===== config.mk =====
export PLATFORM = sky130hd
export DESIGN_NAME = bonus_scheduler
export DESIGN_NICKNAME = d
export VERILOG_FILES = /design/src/rtl/bonus_scheduler.sv
export SDC_FILE = /design/constraint.sdc
export NUM_CORES = 1
export LEC_CHECK = 0
export ABC_AREA = 1
export CORE_MARGIN = 2
export CORE_UTILIZATION = 40
export CTS_CLUSTER_SIZE = 14
export DETAILED_ROUTE_END_ITERATION = 8
export PLACE_DENSITY = 0.69
export SYNTH_ARGS = -nofsm -noshare
export SYNTH_HDL_FRONTEND = slang
export SYNTH_SLANG_ARGS = --single-unit

===== constraint.sdc =====
create_clock -name clk_run -period 5.35 [get_ports clk_run]
set_clock_uncertainty 0.15 [all_clocks]
set_input_delay 1.07 -clock clk_run [delete_from_list [all_inputs] [get_ports clk_run]]
set_output_delay 1.07 -clock clk_run [all_outputs]
set_load 0.01 [all_outputs]

===== src/rtl/bonus_scheduler.sv =====
// Bonus scheduler: decides when a supply item drops and which one, issues
// one-cycle spawn pulses with a clipped random x position, and owns the
// player's bomb inventory and the double-shoot timeout.
module bonus_scheduler #(
    parameter int RAND_W        = 10,
    parameter int X_W           = 10,
    parameter int X_MAX         = 440,
    parameter int MIN_INTERVAL  = 200,
    parameter int INTERVAL_MASK = 255,
    parameter int DOUBLE_TICKS  = 1000,
    parameter int MAX_BOMBS     = 3,
    parameter int CNT_W         = 16
) (
    input  logic              clk_run,
    input  logic              rst,
    input  logic              en_i,
    input  logic [RAND_W-1:0] rand_i,
    input  logic              bomb_active_i,
    input  logic              bullet_active_i,
    input  logic              bomb_taken_i,
    input  logic              bullet_taken_i,
    input  logic              bomb_use_i,
    output logic              spawn_bomb_o,
    output logic              spawn_bullet_o,
    output logic [X_W-1:0]    spawn_x_o,
    output logic [1:0]        bomb_cnt_o,
    output logic              clear_screen_o,
    output logic              shoot_mode_o
);

    typedef enum logic [1:0] {
        ST_IDLE,
        ST_COOLDOWN,
        ST_PICK,
        ST_SPAWN
    } state_t;

    // Spawn sequencer state
    state_t           state_q;
    logic [CNT_W-1:0] cooldown_q;
    logic             spawn_bomb_q;
    logic             spawn_bullet_q;
    logic [X_W-1:0]   spawn_x_q;

    // Double-shoot timeout
    logic [CNT_W-1:0] double_q;
    logic             shoot_mode_q;

    // Bomb inventory
    logic [1:0]       bomb_cnt_q;
    logic [1:0]       bomb_cnt_d;
    logic             clear_q;

    // Combinational helpers
    logic [CNT_W-1:0] reload_val;
    logic [X_W-1:0]   clip_x;
    logic             prefer_bomb;
    logic             pref_busy;
    logic             other_busy;
    logic             both_busy;
    logic             pick_bomb;
    logic             bomb_use_ok;
    logic [2:0]       bomb_sum;

    // Next cooldown length: fixed floor plus a masked random spread
    assign reload_val = CNT_W'(MIN_INTERVAL)
                      + CNT_W'(rand_i & RAND_W'(INTERVAL_MASK));

    // Random x position clipped to the right edge of the legal spawn band
    assign clip_x = (rand_i[X_W-1:0] > X_W'(X_MAX)) ? X_W'(X_MAX)
                                                    : rand_i[X_W-1:0];

    // Item choice: random preference, redirected to the free item when the
    // preferred one is already on screen; both busy means wait in PICK
    always_comb begin
        prefer_bomb = rand_i[0];
        pref_busy   = prefer_bomb ? bomb_active_i   : bullet_active_i;
        other_busy  = prefer_bomb ? bullet_active_i : bomb_active_i;
        both_busy   = bomb_active_i && bullet_active_i;
        pick_bomb   = (pref_busy && !other_busy) ? !prefer_bomb : prefer_bomb;
    end

    // Spawn sequencer: cooldown, item pick, one-cycle spawn pulse; pausing
    // the game drops the pending cooldown and any spawn in progress
    always_ff @(posedge clk_run or posedge rst) begin
        if (rst) begin
            state_q        <= ST_IDLE;
            cooldown_q     <= '0;
            spawn_bomb_q   <= 1'b0;
            spawn_bullet_q <= 1'b0;
            spawn_x_q      <= '0;
        end else begin
            spawn_bomb_q   <= 1'b0;
            spawn_bullet_q <= 1'b0;
            if (!en_i) begin
                state_q    <= ST_IDLE;
                cooldown_q <= '0;
            end else begin
                case (state_q)
                    ST_IDLE: begin
                        cooldown_q <= reload_val;
                        state_q    <= ST_COOLDOWN;
                    end
                    ST_COOLDOWN: begin
                        if (cooldown_q == '0) begin
                            state_q <= ST_PICK;
                        end else begin
                            cooldown_q <= cooldown_q - CNT_W'(1);
                        end
                    end
                    ST_PICK: begin
                        // The pulse register is loaded here so it is high
                        // for exactly the cycle spent in SPAWN
                        if (!both_busy) begin
                            spawn_bomb_q   <= pick_bomb;
                            spawn_bullet_q <= !pick_bomb;
                            spawn_x_q      <= clip_x;
                            state_q        <= ST_SPAWN;
                        end
                    end
                    ST_SPAWN: begin
                        cooldown_q <= reload_val;
                        state_q    <= ST_COOLDOWN;
                    end
                    default: begin
                        state_q <= ST_IDLE;
                    end
                endcase
            end
        end
    end

    // Double-shoot timeout: a pickup reloads the full period, the count
    // freezes while paused, and the mode drops on the 1->0 step
    always_ff @(posedge clk_run or posedge rst) begin
        if (rst) begin
            double_q     <= '0;
            shoot_mode_q <= 1'b0;
        end else if (bullet_taken_i) begin
            double_q     <= CNT_W'(DOUBLE_TICKS);
            shoot_mode_q <= 1'b1;
        end else if (en_i && (double_q != '0)) begin
            double_q <= double_q - CNT_W'(1);
            if (double_q == CNT_W'(1)) begin
                shoot_mode_q <= 1'b0;
            end
        end
    end

    // Bomb inventory arithmetic on the pre-update count; a use with an
    // empty inventory is dropped, and the total saturates at the cap
    always_comb begin
        bomb_use_ok = bomb_use_i && (bomb_cnt_q != 2'd0);
        bomb_sum    = {1'b0, bomb_cnt_q} - {2'b00, bomb_use_ok}
                    + {2'b00, bomb_taken_i};
        if (bomb_sum > 3'(MAX_BOMBS)) begin
            bomb_cnt_d = 2'(MAX_BOMBS);
        end else begin
            bomb_cnt_d = bomb_sum[1:0];
        end
    end

    // Bomb inventory register and the registered screen-clear pulse
    always_ff @(posedge clk_run or posedge rst) begin
        if (rst) begin
            bomb_cnt_q <= 2'd0;
            clear_q    <= 1'b0;
        end else begin
            bomb_cnt_q <= bomb_cnt_d;
            clear_q    <= bomb_use_ok;
        end
    end

    assign spawn_bomb_o   = spawn_bomb_q;
    assign spawn_bullet_o = spawn_bullet_q;
    assign spawn_x_o      = spawn_x_q;
    assign bomb_cnt_o     = bomb_cnt_q;
    assign clear_screen_o = clear_q;
    assign shoot_mode_o   = shoot_mode_q;

endmodule


==> out/metrics.cfg <==
[drt]
firstDrtPassIters = 4
drtAntennaViolNets = 0
drtIter0Drc = 170
vias = 2902
viasPerCell = 4.91
wirelength_um = 7080
wire_per_inst_um = 12.0
drc_errors = 0

[clock_tree]
cts_root_buffer = clkbuf_8
clk_path_buf_depth = 2
post_cts_buffers = 0
postCtsHoldBufs = 0
cts_resized = 0
htreeDepth = 2
clock_latency_ps = 300
cts_tree = yes
cts_buffers = 5
cts.sink_count = 50
path_clk_slew_ps = 90

[placement]
gp_congestion = 0.870
io_buffers = 33
pre_cts_ws_ps = 2080
dp_hpwl_um = 5060
place_area_sq_um = 3580

[pwr]
p_int_mw = 0.859
switching_share = 0.440
peakVddDrop_v = 0.000160
power_frac_comb = 0.494
power.density_nw_per_um2 = 418
clock_power_share = 0.145
cellLeakagePower_nw = 1.80
power.switching_mw = 0.674
p_seq_frac = 0.361

[sta]
maxSlewViolCount = 0
fin_crit_sh = 0.553
grt_setup_unrepaired = no
max_slew_margin = 0.563
worstMarginPinSlew_ps = 656
setup-tns-final_ps = 0
hold_viol = 0
min_period_ps = 2960
maxClockFrequency_mhz = 338
finalSetupViolCount = 0
worst_slack_ps = 2390

[grt]
grt_max_degree = 51
track_usage = 0.176
antenna_found_initial = 0
grt.overflow.total = 0
first_global_vias = 2707
grt_pass1_wl_um = 12500

[outcome]
outcome = finished clean

[setup_path]
cp-start-kind = primary input
reg2reg_depth = 10
reg2reg_slack_ps = 3120
endpoint_kind = flip-flop
crit_type = in2reg
crit_arrival_ps = 3050
path_max_fanout = 20
crit_required_ps = 5440

[synth]
yosys_warnings = 0
ys_types = 32
syn_nets = 489
synth_top_family_by_area = simple AND/OR/NAND/NOR gates
synth_fa_ha_area_frac = 0.0414
syn-instance-count = 461
yosys.area_share.simple = 0.405
syn-mean-instance-area_sq_um = 6.96
synthMuxAreaShare = 0
synth_compound_area_frac = 0.0640
synth-xor-area-share = 0.0137
seq_area_frac_synth = 0.390
ys_ff_latch = 50
syn-cell-area_sq_um = 3210

[floorplan]
io-pin-count = 34
core_sq_um = 7770
initial_utilization = 0.413
rows = 32
die_h_um = 93.5
die_width_um = 93.5
die_area_sq_um = 8750

[final_layout]
drive_gt1_frac = 0.0573
fin_nets = 518
fin_util = 0.472
area_delta_synth_final_pct = 14.3
nFillCells = 776
fin_area_sq_um = 3660
antennaDiodeCount = 0

[worst_hold_path]
hold-path-cell-count = 2
min_path_type = reg2reg

[run]
cap_violations = 0

-- Yosys cell counts, drive strengths merged --
cell    count  share of area
o22ai       1         0.0020
clkbuf      5         0.0059
nor2       71          0.094
nand3b      4         0.0094
ha          9          0.035
inv        48          0.056
a21oi      13          0.024
nand4       2         0.0039
nand3      58          0.098
o21ai      20          0.031
nor3        5          0.011
xnor2       3         0.0082
buf         7          0.022
clkinv      1         0.0012
fa          1         0.0062
xor2        2         0.0055
nand2     158           0.19
o21a        1         0.0023
dfrtp      50           0.39
a211oi      2         0.0047
-- per-stage QoR --
step	instances	total power, mW	hold WS [ps]
6_report	591	1.53	326
5_1_grt	591	1.68	372
4_1_cts	591	1.55	336
3_5_place_dp	585	1.32	312
3_3_place_gp	585	1.30	315
2_1_floorplan	461	1.12	317
-- registers in the layout, indices dropped and copies added (netlist names) --
register        flops
spawn_bomb_o        1
clear_screen_o      1
shoot_mode_o        1
bomb_cnt_o          2
state_q             2
cooldown_q         16
spawn_bullet_o      1
double_q           16
spawn_x_o          10
-- worst max-delay path: stages --
cell	delay [ps]
clkdlybuf4s50_1	660
inv_1	340
a21oi_1	240
nand2_2	280
inv_2	300
nand2_1	70
nand2_1	80
-- metal layers --
metal	up-vias	GRT usage	part of all wire
met5	-	0	0
met4	0	0.0507	0.013
met3	8	0.0298	0.034
met2	40	0.283	0.47
met1	1343	0.245	0.49
li1	1511	-	-
-- power groups by stage --
stage	Sequential, mW	Clock [mW]	Combinational [mW]
5_1_grt	0.568	0.248	0.862
2_1_floorplan	0.562	0	0.555
3_3_place_gp	0.557	0	0.745
3_5_place_dp	0.558	0	0.759
4_1_cts	0.553	0.232	0.765
6_report	0.553	0.223	0.757
-- layout make-up --
type | count | area (sq um) | area share
Multi-Input combinational cell | 350 | 1680 | 0.459
Clock buffer | 6 | 82.6 | 0.0225
Sequential cell | 50 | 1250 | 0.341
Inverter | 49 | 184 | 0.0502
Timing Repair Buffer | 34 | 338 | 0.0922
Tap cell | 102 | 128 | 0.0348
-- worst paths after layout --
kind | start | end
min in group asynchronous | rst | double_q[10]$_DFFE_PP0P_
worst min register to register | shoot_mode_o$_DFFE_PP0P_ | shoot_mode_o$_DFFE_PP0P_
worst max register to register | cooldown_q[0]$_DFFE_PP0P_ | cooldown_q[7]$_DFFE_PP0P_
worst min-delay path | shoot_mode_o$_DFFE_PP0P_ | shoot_mode_o$_DFFE_PP0P_
worst max-delay path | en_i | cooldown_q[7]$_DFFE_PP0P_
max in group asynchronous | rst | clear_screen_o$_DFF_PP0_
-- cells in the final DEF (no fill, tap or decap) --
cell / Yosys / layout
nand3_2: 5 / 5
o21ai_0: 14 / 14
nand3_1: 53 / 53
a211oi_1: 2 / 2
xor2_1: 2 / 2
nand4_1: 2 / 2
nand3b_1: 4 / 4
nor2_2: 4 / 4
o21ai_1: 6 / 6
o21a_1: 1 / 1
clkbuf_8: 0 / 6
clkinv_1: 1 / 1
ha_1: 9 / 9
nor2_4: 1 / 1
buf_4: 1 / 1
nor3_4: 1 / 1
nor3_1: 4 / 4
xnor2_1: 3 / 3
nor2_1: 65 / 65
dfrtp_1: 50 / 50
o22ai_1: 1 / 1
inv_1: 46 / 45
nand2_1: 153 / 153
inv_2: 2 / 3
a21oi_4: 1 / 1
fa_1: 1 / 1
nor2_8: 1 / 1
clkdlybuf4s50_1: 0 / 33
nand2_2: 5 / 5
a21oi_1: 12 / 12
-- cell families (layout without fill, tap and decap cells) --
| logic type | count (synthesis) | count (layout) |
|---|---|---|
| and+or+nand+nor | 298 | 298 |
| buffers and inverters | 61 | 89 |
| DFF | 50 | 50 |
| AOI/OAI and AO/OA | 37 | 37 |
| adders and majority gates | 10 | 10 |
| xor gates and xnor gates | 5 | 5 |
No activity file was read; power rests on OpenSTA's default activity.
